### src/rtl/dpram_port_arbiter_if.sv
// Bus bundle between the four requesters, the dual-port RAM and dpram_port_arbiter.
// slave = arbiter view, master = requester/RAM side view.
interface dpram_arb_if #(
  parameter int ADDR_WIDTH = 7,
  parameter int DATA_WIDTH = 32
);
  logic [3:0]              req_valid;
  logic [3:0]              req_we;
  logic [4*ADDR_WIDTH-1:0] req_addr;
  logic [4*DATA_WIDTH-1:0] req_data;
  logic [3:0]              req_ready;

  logic                    we1;
  logic [ADDR_WIDTH-1:0]   addr1;
  logic [DATA_WIDTH-1:0]   data1;
  logic                    we2;
  logic [ADDR_WIDTH-1:0]   addr2;
  logic [DATA_WIDTH-1:0]   data2;
  logic [DATA_WIDTH-1:0]   out1;
  logic [DATA_WIDTH-1:0]   out2;

  logic [3:0]              rsp_valid;
  logic [DATA_WIDTH-1:0]   rsp1_data;
  logic [DATA_WIDTH-1:0]   rsp2_data;
  logic [3:0]              rsp_port;

  modport slave (
    input  req_valid, req_we, req_addr, req_data, out1, out2,
    output req_ready, we1, addr1, data1, we2, addr2, data2,
           rsp_valid, rsp1_data, rsp2_data, rsp_port
  );

  modport master (
    output req_valid, req_we, req_addr, req_data, out1, out2,
    input  req_ready, we1, addr1, data1, we2, addr2, data2,
           rsp_valid, rsp1_data, rsp2_data, rsp_port
  );
endinterface

### src/rtl/dpram_port_arbiter.sv
// Round-robin arbiter mapping 4 requesters onto the two ports of a dual-port RAM.
// Optional DPRAM_ARB_STATS_EN adds saturating conflict_count / grant_count outputs.
module dpram_port_arbiter #(
  parameter int ADDR_WIDTH = 7,
  parameter int DATA_WIDTH = 32
) (
  input  logic              clk,
  input  logic              reset,
  dpram_arb_if.slave        bus
`ifdef DPRAM_ARB_STATS_EN
  ,
  output logic [15:0]       conflict_count,
  output logic [15:0]       grant_count
`endif
);

  logic [1:0]            rr_ptr;
  logic [3:0]            rsp_valid_q;
  logic [3:0]            rsp_port_q;

  logic [1:0]            first;
  logic [1:0]            second;
  logic                  found1;
  logic                  found2;
  logic [ADDR_WIDTH-1:0] addr_first;
  logic [ADDR_WIDTH-1:0] addr_second;
  logic                  conflict;
  logic                  gnt1;
  logic                  gnt2;
  logic [3:0]            oh1;
  logic [3:0]            oh2;
  logic [3:0]            rd1_oh;
  logic [3:0]            rd2_oh;
  logic [1:0]            last;

  // Scan from rr_ptr upward; the first two valid requesters become port candidates.
  always_comb begin
    logic [1:0] idx;
    idx    = '0;
    first  = '0;
    second = '0;
    found1 = 1'b0;
    found2 = 1'b0;
    for (int k = 0; k < 4; k++) begin
      idx = rr_ptr + 2'(k);
      if (bus.req_valid[idx]) begin
        if (!found1) begin
          first  = idx;
          found1 = 1'b1;
        end else if (!found2) begin
          second = idx;
          found2 = 1'b1;
        end
      end
    end
  end

  assign addr_first  = bus.req_addr[first*ADDR_WIDTH +: ADDR_WIDTH];
  assign addr_second = bus.req_addr[second*ADDR_WIDTH +: ADDR_WIDTH];

  // Same-address pairs involving a write would race inside the RAM; hold the second.
  assign conflict = found2 && (addr_first == addr_second) &&
                    (bus.req_we[first] || bus.req_we[second]);

  assign gnt1 = found1 && !reset;
  assign gnt2 = found2 && !conflict && !reset;

  assign oh1 = gnt1 ? (4'b0001 << first)  : 4'b0000;
  assign oh2 = gnt2 ? (4'b0001 << second) : 4'b0000;

  assign rd1_oh = bus.req_we[first]  ? 4'b0000 : oh1;
  assign rd2_oh = bus.req_we[second] ? 4'b0000 : oh2;

  assign last = gnt2 ? second : first;

  always_comb begin
    bus.req_ready = oh1 | oh2;
    bus.we1   = 1'b0;
    bus.addr1 = '0;
    bus.data1 = '0;
    bus.we2   = 1'b0;
    bus.addr2 = '0;
    bus.data2 = '0;
    if (gnt1) begin
      bus.we1   = bus.req_we[first];
      bus.addr1 = addr_first;
      bus.data1 = bus.req_data[first*DATA_WIDTH +: DATA_WIDTH];
    end
    if (gnt2) begin
      bus.we2   = bus.req_we[second];
      bus.addr2 = addr_second;
      bus.data2 = bus.req_data[second*DATA_WIDTH +: DATA_WIDTH];
    end
  end

  // Reads granted while reset is high never reach these flops, so nothing leaks out after release.
  always_ff @(posedge clk or posedge reset) begin
    if (reset) begin
      rr_ptr      <= 2'd0;
      rsp_valid_q <= 4'b0000;
      rsp_port_q  <= 4'b0000;
    end else begin
      if (gnt1) rr_ptr <= last + 2'd1;
      rsp_valid_q <= rd1_oh | rd2_oh;
      rsp_port_q  <= rd2_oh;
    end
  end

  assign bus.rsp_valid = rsp_valid_q;
  assign bus.rsp_port  = rsp_port_q;
  assign bus.rsp1_data = bus.out1;
  assign bus.rsp2_data = bus.out2;

`ifdef DPRAM_ARB_STATS_EN
  logic [16:0] grant_sum;
  assign grant_sum = {1'b0, grant_count} + {16'd0, gnt1} + {16'd0, gnt2};

  always_ff @(posedge clk or posedge reset) begin
    if (reset) begin
      conflict_count <= 16'd0;
      grant_count    <= 16'd0;
    end else begin
      if (conflict && conflict_count != 16'hFFFF) conflict_count <= conflict_count + 16'd1;
      grant_count <= grant_sum[16] ? 16'hFFFF : grant_sum[15:0];
    end
  end
`endif

endmodule

### src/flat_wrapper.sv
// flat-port wrapper written by rule: the top's interface ports become plain ports
module dpram_port_arbiter_flat 
#(
  parameter int ADDR_WIDTH = 7,
  parameter int DATA_WIDTH = 32
)
  (clk, reset, bus_req_valid, bus_req_we, bus_req_addr, bus_req_data, bus_out1, bus_out2, bus_req_ready, bus_we1, bus_addr1, bus_data1, bus_we2, bus_addr2, bus_data2, bus_rsp_valid, bus_rsp1_data, bus_rsp2_data, bus_rsp_port);
  dpram_arb_if #(.ADDR_WIDTH(ADDR_WIDTH), .DATA_WIDTH(DATA_WIDTH)) bus_i ();
  input  logic clk;
  input  logic reset;
  input wire logic [$bits(bus_i.req_valid)-1:0] bus_req_valid;
  input wire logic [$bits(bus_i.req_we)-1:0] bus_req_we;
  input wire logic [$bits(bus_i.req_addr)-1:0] bus_req_addr;
  input wire logic [$bits(bus_i.req_data)-1:0] bus_req_data;
  input wire logic [$bits(bus_i.out1)-1:0] bus_out1;
  input wire logic [$bits(bus_i.out2)-1:0] bus_out2;
  output wire logic [$bits(bus_i.req_ready)-1:0] bus_req_ready;
  output wire logic [$bits(bus_i.we1)-1:0] bus_we1;
  output wire logic [$bits(bus_i.addr1)-1:0] bus_addr1;
  output wire logic [$bits(bus_i.data1)-1:0] bus_data1;
  output wire logic [$bits(bus_i.we2)-1:0] bus_we2;
  output wire logic [$bits(bus_i.addr2)-1:0] bus_addr2;
  output wire logic [$bits(bus_i.data2)-1:0] bus_data2;
  output wire logic [$bits(bus_i.rsp_valid)-1:0] bus_rsp_valid;
  output wire logic [$bits(bus_i.rsp1_data)-1:0] bus_rsp1_data;
  output wire logic [$bits(bus_i.rsp2_data)-1:0] bus_rsp2_data;
  output wire logic [$bits(bus_i.rsp_port)-1:0] bus_rsp_port;
  assign bus_i.req_valid = bus_req_valid;
  assign bus_i.req_we = bus_req_we;
  assign bus_i.req_addr = bus_req_addr;
  assign bus_i.req_data = bus_req_data;
  assign bus_i.out1 = bus_out1;
  assign bus_i.out2 = bus_out2;
  assign bus_req_ready = bus_i.req_ready;
  assign bus_we1 = bus_i.we1;
  assign bus_addr1 = bus_i.addr1;
  assign bus_data1 = bus_i.data1;
  assign bus_we2 = bus_i.we2;
  assign bus_addr2 = bus_i.addr2;
  assign bus_data2 = bus_i.data2;
  assign bus_rsp_valid = bus_i.rsp_valid;
  assign bus_rsp1_data = bus_i.rsp1_data;
  assign bus_rsp2_data = bus_i.rsp2_data;
  assign bus_rsp_port = bus_i.rsp_port;
  dpram_port_arbiter #(.ADDR_WIDTH(ADDR_WIDTH), .DATA_WIDTH(DATA_WIDTH)) u_core (.clk(clk), .reset(reset), .bus(bus_i));
endmodule
### config.mk
export PLATFORM = sky130hd
export DESIGN_NAME = dpram_port_arbiter_flat
export DESIGN_NICKNAME = d
export VERILOG_FILES = /design/src/rtl/dpram_port_arbiter_if.sv /design/src/rtl/dpram_port_arbiter.sv /design/src/flat_wrapper.sv
export SDC_FILE = /design/constraint.sdc
export NUM_CORES = 1
export LEC_CHECK = 0
export CAP_MARGIN = 20
export CORE_AREA = 2 2 151 153
export DETAILED_ROUTE_END_ITERATION = 6
export DIE_AREA = 0 0 153 155
export GPL_TIMING_DRIVEN = 0
export PLACE_DENSITY = 0.66
export SLEW_MARGIN = 10
export SYNTH_ARGS = -nofsm -noshare
export SYNTH_HDL_FRONTEND = slang
export SYNTH_SLANG_ARGS = --single-unit
### constraint.sdc
create_clock -name clk -period 4.9 [get_ports clk]
set_input_delay 0.49 -clock clk [delete_from_list [all_inputs] [get_ports clk]]
set_output_delay 0.49 -clock clk [all_outputs]
set_load 0.01 [all_outputs]
=== After elaboration in Yosys (flattened, before gate mapping) ===
Index checks and enable logic that the tools add are counted.

* Flip-flop bits (word level): 10
* Bits of input ports: 230
* Word-level logic and storage cells: 80

* $add $sub $neg: 4
* Multiply operators: 2
* $lt $le $gt $ge: 6
* Eq/ne operators: 1
* Shifts and indexed selects: 6
* Multiplexer cells: 48
* Bitwise gates (word level): 2
* Reductions and logical operators: 8

{| class="wikitable"
|+ Operator list
! cell !! count
|-
| 128-bit by 8-bit indexed part select with 32-bit output || 2
|-
| 32-bit two-way mux || 2
|-
| 28-bit by 6-bit indexed part select with 7-bit output || 2
|-
| 2-bit two-way mux || 16
|-
| 2-bit by 3-bit less-than comparator with 1-bit output, second input constant || 6
|-
| 1-bit two-way mux || 18
|-
| 4-bit two-way mux || 4
|-
| 7-bit two-way mux || 2
|-
| 1-bit binary-select mux with 2-bit select || 6
|-
| 2-bit by 3-bit multiplier with 5-bit output, second input constant || 2
|-
| 4-bit bitwise OR || 2
|-
| 1-bit by 2-bit left shift with 4-bit output, first input constant || 2
|-
| 7-bit == test || 1
|-
| 1-bit logical AND || 5
|-
| 2-bit by 1-bit adder with 2-bit output, second input constant || 2
|-
| 2-bit adder, second input constant || 2
|-
| 1-bit logical NOT || 2
|-
| 1-bit logical OR || 1
|}

=== Logic depth before layout (Yosys ltp) ===
* Word-level depth: 22
* Gate-level depth with buffers: 18
* Depth with buffers taken out: 12

=== Worst setup path before layout ===
OpenSTA, ideal clock, no wires.

* Kind: reg2out
* Start: register u_core.rr_ptr[1]
* End: output bus_data2[29]
* Data arrival time: 3.666 ns
* Required time: 4.410 ns
* Slack: 0.744 ns
* Stages on the path, launching flop included: 18
* Buffers on the path: 6
* Path through: dfrtp_1 > buf_6 > buf_6 > clkbuf_8 > mux4_2 > ha_1 > inv_1 > a2111oi_1 > a221oi_1 > mux2_4 > buf_12 > mux4_4 > xor2_1 > a2111oi_4 > a21oi_4 > buf_12 > buf_12 > and2_1

* Cells in the longest elaborated chain, start to end: 20
* Elaborated cells on any way between the ends: 52

{| class="wikitable"
|+ RTL lines
! item !! RTL line !! source
|-
| from (decl) || dpram_port_arbiter.sv:17 || <nowiki>logic [1:0] rr_ptr;</nowiki>
|-
| from (signal assigned) || dpram_port_arbiter.sv:103 || <nowiki>if (gnt1) rr_ptr <= last + 2'd1;</nowiki>
|-
| branches (longest 19 deep; another with 2-bit by 3-bit multiplier with 5-bit output) || -- ||
|-
| 32-bit two-way mux * || dpram_port_arbiter.sv:89 || <nowiki>if (gnt2) begin</nowiki>
|-
| to (decl) || flat_wrapper.sv:23 || <nowiki>output wire logic [$bits(bus_i.data2)-1:0] bus_data2;</nowiki>
|}

Every way passes the cells marked *. The select of a mux whose other input is x is not followed.

=== Final worst setup path ===
* Start: input bus_req_valid[3]
* End: output bus_data2[4]

* Cells in the longest elaborated chain, start to end: 20
* Elaborated cells on any way between the ends: 49

{| class="wikitable"
|+ RTL lines
! item !! RTL line !! source
|-
| from (decl) || flat_wrapper.sv:11 || <nowiki>input wire logic [$bits(bus_i.req_valid)-1:0] bus_req_valid;</nowiki>
|-
| 1-bit binary-select mux with 2-bit select || dpram_port_arbiter.sv:46 || <nowiki>if (bus.req_valid[idx]) begin</nowiki>
|-
| 1-bit two-way mux (not written as such) || dpram_port_arbiter.sv:46 ||
|-
| 1-bit two-way mux || dpram_port_arbiter.sv:46 ||
|-
| 2-bit two-way mux / 1-bit two-way mux (equally long branches) || dpram_port_arbiter.sv:47 || <nowiki>if (!found1) begin</nowiki>
|-
| 2-bit two-way mux / 1-bit two-way mux (equally long branches) || dpram_port_arbiter.sv:46 ||
|-
| 2-bit two-way mux || dpram_port_arbiter.sv:50 || <nowiki>end else if (!found2) begin</nowiki>
|-
| 2-bit two-way mux || dpram_port_arbiter.sv:47 ||
|-
| 2-bit two-way mux || dpram_port_arbiter.sv:46 ||
|-
| [... 2 more ...] || -- ||
|-
| 2-bit two-way mux || dpram_port_arbiter.sv:46 ||
|-
| 2-bit by 3-bit multiplier with 5-bit output || dpram_port_arbiter.sv:59 || <nowiki>assign addr_second = bus.req_addr[second*ADDR_WIDTH +: ADDR_WIDTH];</nowiki>
|-
| 28-bit by 6-bit indexed part select with 7-bit output || dpram_port_arbiter.sv:59 ||
|-
| 7-bit == test || dpram_port_arbiter.sv:62 || <nowiki>assign conflict = found2 && (addr_first == addr_second) &&</nowiki>
|-
| 1-bit logical AND (2 in series) || dpram_port_arbiter.sv:62 ||
|-
| 1-bit logical NOT || dpram_port_arbiter.sv:66 || <nowiki>assign gnt2 = found2 && !conflict && !reset;</nowiki>
|-
| 1-bit logical AND (2 in series) || dpram_port_arbiter.sv:66 ||
|-
| 32-bit two-way mux * || dpram_port_arbiter.sv:89 ||
|}

Every way passes the cells marked *; elsewhere a longest branch is shown, timed or not. The select of a mux whose other input is x is not followed.

==> flow_metrics.env <==
export IMPL_via_per_inst=4.986
export IMPL_arrival_ps=4290
export IMPL_coreArea_um2=22230
export IMPL_cp_required_ps=4410
export IMPL_rr_endpoint="u_core.rr_ptr[1]$_DFFE_PP0P_"
export IMPL_hold_viol_final=0
export IMPL_gp_congestion=0.9132
export IMPL_synthesis_area_um2=5067
export IMPL_syn_nets=772
export IMPL_yosys_warnings=0
export IMPL_synth_simple_area_share=0.1832
export IMPL_first_global_vias=5896
export IMPL_route_detailed_drc=0
export IMPL_dp_hpwl_um=18400
export IMPL_cts_buffers=3
export IMPL_tightest_slew_ps=1190
export IMPL_io_pins=386
export IMPL_clk_pin_slew_ps=40
export IMPL_cp_common_cell="buf_12"
export IMPL_ys_ff_latch=10
export IMPL_hp_class="input pin to asynchronous set/reset pin"
export IMPL_path_max_fanout=10
export IMPL_postLayoutCoreUtil=0.4019
export IMPL_drt_total_wl_um=22870
export IMPL_synth_xor_area_frac=0.01728
export IMPL_crit_buf_inv=9
export IMPL_post_place_ws_ps=-1088
export IMPL_fp_row_count=55
export IMPL_peakVddDrop_mv=0.2058
export IMPL_die_h_um=155
export IMPL_clockBufferDepth=2
export IMPL_crit_slowest_cell="mux4_2"
export IMPL_r2r_slack_ps=710
export IMPL_cts_root_buf="clkbuf_16"
export IMPL_clk_latency_ps=240
export IMPL_port_buffers=320
export IMPL_start_kind="input pin"
export IMPL_worstPathCellList="dlygate4sd2_1 -> buf_6 -> buf_6 -> mux4_2 -> ha_4 -> inv_2 -> a2111oi_4 -> a221oi_2 -> mux2_4 -> buf_12 -> buf_4 -> mux4_2 -> xnor2_4 -> a2111oi_4 -> a21oi_4 -> buf_12 -> buf_12 -> and2_4 -> clkdlybuf4s15_1"
export IMPL_cp_top_family="buffers and inverters"
export IMPL_htree_levels=1
export IMPL_power_per_cell_area_nw_per_um2=493.6
export IMPL_outcome="complete, no violations"
export IMPL_crit_type="input pin to primary output"
export IMPL_period_needed_ps=4781
export IMPL_synth_top_family_by_area="multiplexers"
export IMPL_firstDrtPassIters=4
export IMPL_synthFlopType="dfrtp_1"
export IMPL_die_w_um=153
export IMPL_maxCapViolCount=0
export IMPL_fin_crit_sh=0.9756
export IMPL_start_util=0.2280
export IMPL_ff2ff_path_depth=20
export IMPL_fillers=2225
export IMPL_final_antenna_net_count=0
export IMPL_die_area_um2=23720
export IMPL_ys_seq_area_frac=0.04938
export IMPL_yosysUniqueCellTypes=74
export IMPL_cts_tree="done"
export IMPL_placed_area_um2=8627
export IMPL_max_slew_margin=0.2050
export IMPL_synthMuxAreaShare=0.3141
export IMPL_grt_pass1_wl_um=33780
export IMPL_grt_setup_unrepaired="true"
export IMPL_syn_to_final_growth_pct=76.30
export IMPL_p_leak_nw=3.550
export IMPL_drtIter0Drc=267
export IMPL_diodes=0
export IMPL_post_drt_wl_per_cell_um=19.66
export IMPL_synth_area_per_cell_um2=9.384
export IMPL_max_stage_delay_ps=520
export IMPL_synth_cells=540
export IMPL_grt_start_max_net_pins=20
export IMPL_r2r_start="u_core.rr_ptr[1]$_DFFE_PP0P_"
export IMPL_vias=5799
export IMPL_grt_usage=0.1779
export IMPL_gr_total_overflow=0
export IMPL_antenna_found_initial=0
export IMPL_post_route_cell_area_um2=8934
export IMPL_setup_slack_ps=119.5
export IMPL_max_freq_mhz=209.2
export IMPL_cts_sinks=10
export IMPL_finalSetupViolCount=0
export IMPL_holdBufCountCts=0
export IMPL_final_max_slew_viol_count=0
export IMPL_synthAdderAreaFrac=0.007160
export IMPL_synth_edff_count=0
export IMPL_async_reset_ff_frac=1.000
export IMPL_drive_gt1_frac=0.2722
export IMPL_synth_compound_area_frac=0.2190
export IMPL_fin_skew_ps=0.6300
export IMPL_fin_nets=1111
export IMPL_cp_end_kind="primary output"
[per-stage QoR]
step	std cells	TNS [ps]	power, mW	hold WS, ps
after floorplan	540	0	2.717	338.2
after global placement	1145	-63510	4.129	752.4
after detailed placement	1145	-62290	4.145	751.5
after CTS	1157	0	4.387	687.6
after global routing	1163	-9.448	4.694	731.2
final	1163	0	4.409	673.3
[worst max-delay path by stage]
stage | startpoint | endpoint | slack, ps | cells past startpoint
floorplan | u_core.rr_ptr[1]$_DFFE_PP0P_ | bus_data2[29] | 740 | 17
global placement | bus_req_valid[0] | bus_data1[1] | -1150 | 15
detailed placement | bus_req_valid[0] | bus_data1[1] | -1090 | 15
CTS | bus_req_valid[3] | bus_addr2[5] | 10 | 18
global route | bus_req_valid[3] | bus_addr2[4] | -5 | 19
finish | bus_req_valid[3] | bus_data2[4] | 120 | 19
[where the power goes]
part / internal (mW) / switching, mW
Sequential: 0.104 / 0.00933
Clock: 0.123 / 0.0399
Combinational: 2.09 / 2.04
[cells in the final DEF, fill, tap and decap left out, types with 3 or more instances in the layout]
cell / Yosys / routed
clkdlybuf4s15_1: 0 / 38
xnor2_1: 8 / 6
nand2b_1: 3 / 3
o211ai_1: 4 / 4
a31oi_1: 4 / 4
nor2_1: 16 / 15
mux4_2: 32 / 32
a211oi_1: 67 / 64
a22o_1: 7 / 7
mux4_1: 6 / 6
a211oi_2: 3 / 6
dfrtp_1: 10 / 10
buf_6: 7 / 13
clkbuf_1: 17 / 13
clkbuf_2: 0 / 6
dlygate4sd2_1: 0 / 6
a21o_1: 4 / 4
mux2i_1: 62 / 62
mux2_4: 3 / 3
nor2b_1: 38 / 37
and2_1: 9 / 9
clkbuf_16: 0 / 3
nor3_1: 5 / 5
o221ai_1: 5 / 5
inv_1: 17 / 16
clkdlybuf4s50_1: 0 / 271
nand2_1: 8 / 8
inv_2: 2 / 3
buf_12: 7 / 7
o22ai_1: 6 / 6
buf_4: 69 / 84
clkbuf_8: 10 / 11
a32o_2: 4 / 4
a21oi_1: 14 / 14
nor2b_4: 3 / 3
and2_4: 32 / 32
[state kept, by name, summed over array words and instances (netlist names)]
register,count
u_core.bus.rsp_port,4
u_core.bus.rsp_valid,4
u_core.rr_ptr,2
[synthesized netlist by cell type, types with 3 or more instances]
library cell / n / area, um^2
a211oi_1: 67 / 503.0
a211oi_2: 3 / 37.54
a21o_1: 4 / 30.03
a21oi_1: 14 / 70.07
a22o_1: 7 / 61.31
a31oi_1: 4 / 25.02
a32o_2: 4 / 45.04
and2_1: 9 / 56.30
and2_4: 32 / 280.3
buf_12: 7 / 140.1
buf_2: 7 / 35.03
buf_4: 69 / 518.0
buf_6: 7 / 78.83
clkbuf_1: 17 / 63.81
clkbuf_8: 10 / 137.6
dfrtp_1: 10 / 250.2
inv_1: 17 / 63.81
mux2_4: 3 / 45.04
mux2i_1: 62 / 620.6
mux4_1: 6 / 157.7
mux4_2: 32 / 720.7
nand2_1: 8 / 30.03
nand2b_1: 3 / 18.77
nor2_1: 16 / 60.06
nor2b_1: 38 / 237.7
nor2b_4: 3 / 41.29
nor3_1: 5 / 25.02
o211ai_1: 4 / 30.03
o221ai_1: 5 / 43.79
o22ai_1: 6 / 37.54
xnor2_1: 8 / 70.07
[worst reg2reg max path: stages (launching register included)]
cell       delay, ps
dfrtp_1          370
buf_6            170
clkbuf_8         180
mux4_2           390
ha_4             170
inv_2             50
a2111oi_4        320
a221oi_2         110
mux2_4           320
buf_12           140
buf_4            120
mux4_2           370
xnor2_4          170
a2111oi_4        320
a21oi_4          130
buf_12           170
buf_4            140
buf_4            130
buf_4            130
nor2_4            70
o22ai_2           70
[cells by family after synthesis]
logic type | count (synthesis)
AO/OA/AOI/OAI | 138
buffers and inverters | 138
AND/OR/NAND/NOR | 135
multiplexers | 106
XOR/XNOR | 10
flip-flops | 10
adder cells (fa/ha/maj) | 3
[layout make-up]
class / instances / area, um^2 / share of cell area
clock buffer: 4 / 88.84 / 0.009944
inverter: 19 / 71.32 / 0.007983
tap: 285 / 356.6 / 0.03992
multi-input combinational: 392 / 3844 / 0.4303
buffer: 117 / 1022 / 0.1144
sequential: 10 / 250.2 / 0.02801
timing repair buffer: 336 / 3301 / 0.3695
[timing repair]
| action | 4_1_cts | 5_1_grt |
|---|---|---|
| pin swaps | 3 | 7 |
| endpoints found under the setup margin | 76 | 44 |
| setup buffers | 10 | 6 |
| gates resized for setup | 81 | 51 |
[per-layer routing]
layer / share of wire / GRT usage / up-vias
li1: - / - / 2668
met1: 0.41 / 0.2291 / 2803
met2: 0.51 / 0.3207 / 301
met3: 0.066 / 0.02340 / 27
met4: 0.017 / 0.03351 / 0
met5: 0 / 0 / -
(Power assumes the default switching activity.)
